--- config.mk ---
export PLATFORM = sky130hd
export DESIGN_NAME = cell_comm_fa_rx_decoder
export DESIGN_NICKNAME = d
export VERILOG_FILES = /design/src/rtl/cell_comm_fa_rx_decoder.sv
export SDC_FILE = /design/constraint.sdc
export NUM_CORES = 1
export LEC_CHECK = 0
export ABC_AREA = 1
export ABC_CLOCK_PERIOD_IN_PS = 3400
export BUFFER_PORTS_ARGS = -buffer_cell sky130_fd_sc_hd__buf_2
export CAP_MARGIN = 20
export CORE_MARGIN = 4
export CORE_UTILIZATION = 59
export DETAILED_ROUTE_END_ITERATION = 10
export PLACE_DENSITY = 0.84
export SETUP_SLACK_MARGIN = 0.5
export SLEW_MARGIN = 20
export SYNTH_ARGS = -nofsm -noshare
export SYNTH_HDL_FRONTEND = slang
export SYNTH_SLANG_ARGS = --single-unit
--- constraint.sdc ---
create_clock -name auroraUserClk -period 3.4 [get_ports auroraUserClk]
set_input_delay 0.34 -clock auroraUserClk [delete_from_list [all_inputs] [get_ports auroraUserClk]]
set_output_delay 0.34 -clock auroraUserClk [all_outputs]
set_load 0.005 [all_outputs]
--- src/rtl/cell_comm_fa_rx_decoder.sv ---
// cell_comm_fa_rx_decoder: validates 4-beat Aurora FA frames and emits decoded records plus fault counters
module cell_comm_fa_rx_decoder #(
  parameter int COUNTER_WIDTH = 32,
  parameter logic [1:0] MAGIC = 2'b10
) (
  input  logic auroraUserClk,
  input  logic auroraUserResetN,
  input  logic channelUp,
  input  logic axisRxTvalid,
  input  logic axisRxTlast,
  input  logic [31:0] axisRxTdata,
  input  logic axisRxCRCvalid,
  input  logic axisRxCRCpass,
  input  logic statsClear,
  output logic faValid,
  output logic [5:0] faCellIndex,
  output logic [7:0] faBpmIndex,
  output logic [15:0] faSequence,
  output logic [31:0] faX,
  output logic [31:0] faY,
  output logic [31:0] faS,
  output logic [COUNTER_WIDTH-1:0] goodFrames,
  output logic [COUNTER_WIDTH-1:0] crcFaults,
  output logic [COUNTER_WIDTH-1:0] framingFaults,
  output logic [COUNTER_WIDTH-1:0] headerFaults,
  output logic [COUNTER_WIDTH-1:0] sequenceFaults
);
  typedef enum logic [1:0] {IDLE, DATA, DROP} stateT;
  localparam logic [COUNTER_WIDTH-1:0] ONE = 1;
  stateT state;
  logic [1:0] wordCount;
  logic [31:0] payload [3];
  logic [29:0] header;
  logic [15:0] lastSeq;
  logic seqKnown;
  always_ff @(posedge auroraUserClk) begin
    if (!auroraUserResetN) begin
      state <= IDLE;
      wordCount <= '0;
      header <= '0;
      lastSeq <= '0;
      seqKnown <= 1'b0;
      faValid <= 1'b0;
      faCellIndex <= '0;
      faBpmIndex <= '0;
      faSequence <= '0;
      faX <= '0;
      faY <= '0;
      faS <= '0;
      goodFrames <= '0;
      crcFaults <= '0;
      framingFaults <= '0;
      headerFaults <= '0;
      sequenceFaults <= '0;
    end else begin
      faValid <= 1'b0;
      if (!channelUp) begin
        state <= IDLE;
        wordCount <= '0;
        seqKnown <= 1'b0;
      end else if (axisRxTvalid) begin
        case (state)
          IDLE:
            if (axisRxTlast) framingFaults <= framingFaults + ONE;
            else if (axisRxTdata[31:30] != MAGIC) begin
              headerFaults <= headerFaults + ONE;
              state <= DROP;
            end else begin
              header <= axisRxTdata[29:0];
              wordCount <= '0;
              state <= DATA;
            end
          DATA: begin
            payload[wordCount] <= axisRxTdata;
            if (axisRxTlast) begin
              state <= IDLE;
              if (wordCount != 2'd2) framingFaults <= framingFaults + ONE;
              else if (axisRxCRCvalid && axisRxCRCpass) begin
                // S is the current beat, so it bypasses the buffer
                faValid <= 1'b1;
                faCellIndex <= header[29:24];
                faBpmIndex <= header[23:16];
                faSequence <= header[15:0];
                faX <= payload[0];
                faY <= payload[1];
                faS <= axisRxTdata;
                goodFrames <= goodFrames + ONE;
                if (seqKnown && header[15:0] != lastSeq + 16'd1) sequenceFaults <= sequenceFaults + ONE;
                lastSeq <= header[15:0];
                seqKnown <= 1'b1;
              end else crcFaults <= crcFaults + ONE;
            end else if (wordCount == 2'd2) begin
              framingFaults <= framingFaults + ONE;
              state <= DROP;
            end else wordCount <= wordCount + 2'd1;
          end
          default:
            if (axisRxTlast) state <= IDLE;
        endcase
      end
      // clear overrides any increment made in the same cycle
      if (statsClear) begin
        goodFrames <= '0;
        crcFaults <= '0;
        framingFaults <= '0;
        headerFaults <= '0;
        sequenceFaults <= '0;
      end
    end
  end
endmodule

==> impl_metrics.yaml <==
hold_path:
  hold_path_depth: 1
  min_path_type: "in -> reg"
synthesis:
  syn_inst: 2222
  synth_compound_area_share_pct: 11.13
  synthAdderAreaFrac_pct: 0.6645
  muxShareOfSynthArea_pct: 0
  synth-simple-area-share_pct: 27.95
  synth_seq_cells: 386
  synth_xor_xnor_area_share_pct: 4.651
  synth_cell_type_count: 44
  synth_area_mm2: 0.01695
  synth_top_family_by_area: "simple AND/OR/NAND/NOR gates"
  syn_nets: 2271
  ys_seq_area_share_pct: 49.38
  yosysWarnings: 0
  avgSynthCellArea_um2: 7.627
layout:
  drive_gt1_share_pct: 17.55
  fillers: 2253
  fin_area_mm2: 0.02022
  final_cell_mix: "442 x nor2_1, 365 x nand2_1, 325 x buf_2"
  final_nets: 2570
  final_common_cell: "nor2_1"
  synthToLayoutAreaGrowth_pct: 19.33
global_route:
  grt_overflow: 0
  met2_usage_pct: 46.60
  gr-max-usage-layer: "met2"
  use_met3_pct: 5.731
  grt_pass1_wl_um: 76110
  grtUsageTotal_pct: 29.02
  grt_pass1_vias: 15050
  met1_usage_pct: 39.14
  antenna_found_initial: 3
  grt_max_degree: 140
clock_network:
  cts.sinks: 386
  clock_latency_ps: 540
  h-tree-depth: 2
  cts_tree: "built"
  cts_made_buffers: 40
  clkSlewWorstSetupHoldPaths_ps: 60
  clock_path_buffers: 3
  cts_root_buf: "clkbuf_16"
  cts_setup_buffers: 0
placed_design:
  dpl.hpwl_um: 32490
  io_buffers: 326
  routabilityCongestion: 0.9671
  place_area_mm2: 0.01885
die:
  start_util_pct: 60.34
  pin_count: 327
  core-area_mm2: 0.02809
  fp.dieArea_mm2: 0.03150
  die_w_um: 177.5
  rows: 61
  fp.dieH_um: 177.5
timing:
  final.min_clock_period_ps: 2558
  fmax_mhz: 391.0
  tightest_slew_ps: 983.1
  timing.setup.tns_ps: 0
  rsz0062_at_grt: "false"
  finalCritPeriodShare_pct: 75.22
  slew_headroom_pct: 34.46
  fin_worst_skew_ps: 17.13
  hold_viol_final: 0
  maxSlewViolCount: 0
  setup_viol: 0
worst_setup_path:
  cp_max_fo: 108
  worst_ep_required_time_ps: 3850
  crit_path_end_kind: "flop"
  criticalPathCategory: "reg -> reg"
  rr_worst_depth: 9
  crit_path_start_kind: "flop"
  arrival_ps: 3010
flow_run:
  drv_cap: 0
power:
  power_mw: 9.287
  power_density_mw_per_mm2: 459.2
  p_leak_nw: 8.624
  ir_drop_uv: 471.7
detailed_routing:
  viasPerCell: 5.523
  antenna_left: 0
  post_drt_wl_per_cell_um: 16.00
  firstDrtPassIters: 5
  drtIter0Drc: 1494
  num_vias: 16190
  routed_wl_um: 46920
  drc: 0
status:
  status: "completed"
metal layers:
metal  share of wire [%]  up-vias  wire, um
li1                    -     7879         -
met1                  42     7535     19890
met2                  46      659     21460
met3                 7.7      116      3633
met4                 4.1        4      1914
met5               0.045        -        21
repair_timing:
| item | 4_1_cts | 5_1_grt |
|---|---|---|
| resized for setup | 0 | 1 |
| hold endpoints to repair | 2 | 0 |
| endpoints found under the setup margin | 0 | 6 |
| hold buffers | 1 | 0 |
power by group:
group | internal (mW) | switching, mW
clock network | 2.59 | 1.83
registers | 4.65 | 0.00923
logic | 0.0570 | 0.152
total | 7.30 | 1.99
cell type report:
cell class	count	area (um^2)	area share, %
sequential	386	8368	41.38
inverter	188	708.2	3.502
clock buffer	61	1180	5.834
multi-input combinational	1566	7556	37.36
antenna	1	2.502	0.01237
clock inverter	13	176.4	0.8724
tap	378	473.0	2.339
timing repair buffer	339	1759	8.699
final timing paths:
path | from | to | slack [ps]
max | wordCount[0] | faS[3] | 840
min | axisRxTdata[18] | payload[1][18] | 30
max reg2reg | wordCount[0] | faS[3] | 840
min reg2reg | payload[0][11] | faX[11] | 470
flip-flops by register name, indices dropped and copies added, names as in the netlist:
signal          flops
seqKnown            1
faBpmIndex          8
state               2
faS                32
faValid             1
lastSeq            16
payload            64
sequenceFaults     32
framingFaults      32
faCellIndex         6
wordCount           2
faY                32
header             30
headerFaults       32
goodFrames         32
crcFaults          32
faX                32
critical path: stages (launching register included):
cell and delay (ps):
dfxtp_1 310, inv_1 110, ha_1 230, nand2_1 70
nor2_1 90, nand2_1 130, nor2_4 230, buf_4 780
o21ai_0 250, nor2_1 190
stage by stage:
step                setup slack (ps)  hold WS [ps]  cells  util [%]
finish                         842.5         27.04   2932     72.00
global route                   545.7         15.81   2932     72.00
CTS                            852.5         7.973   2931     71.96
detailed placement             877.0         456.8   2856     67.10
global placement                1026         451.4   2856     67.10
floorplan                      934.6         418.7   2222         -
synthesized netlist by cell type (all sizes together):
| library cell | instances | share of area, % |
|---|---|---|
| a211oi | 4 | 0.18 |
| a21o | 1 | 0.044 |
| a21oi | 134 | 4.0 |
| a221oi | 1 | 0.052 |
| a31oi | 3 | 0.11 |
| and2 | 1 | 0.037 |
| and3 | 4 | 0.15 |
| and3b | 1 | 0.052 |
| buf | 19 | 0.66 |
| clkbuf | 63 | 1.4 |
| dfxtp | 322 | 38 |
| edfxtp | 64 | 11 |
| ha | 9 | 0.66 |
| inv | 188 | 4.2 |
| nand2 | 372 | 8.4 |
| nand3 | 101 | 3.1 |
| nand3b | 4 | 0.18 |
| nand4 | 39 | 1.5 |
| nor2 | 463 | 11 |
| nor2b | 1 | 0.037 |
| nor3 | 88 | 2.7 |
| nor3b | 10 | 0.44 |
| nor4 | 16 | 0.75 |
| o211ai | 1 | 0.044 |
| o21a | 7 | 0.31 |
| o21ai | 212 | 6.3 |
| o21bai | 2 | 0.089 |
| o31ai | 2 | 0.089 |
| xnor2 | 29 | 1.5 |
| xor2 | 61 | 3.2 |
cells by family after synthesis:
| family | Yosys count |
|---|---|
| simple gates | 1100 |
| flops | 386 |
| compound gates | 367 |
| buf+inv | 270 |
| xor+xnor | 90 |
| fa+ha+maj | 9 |
(Power assumes the default switching activity.)
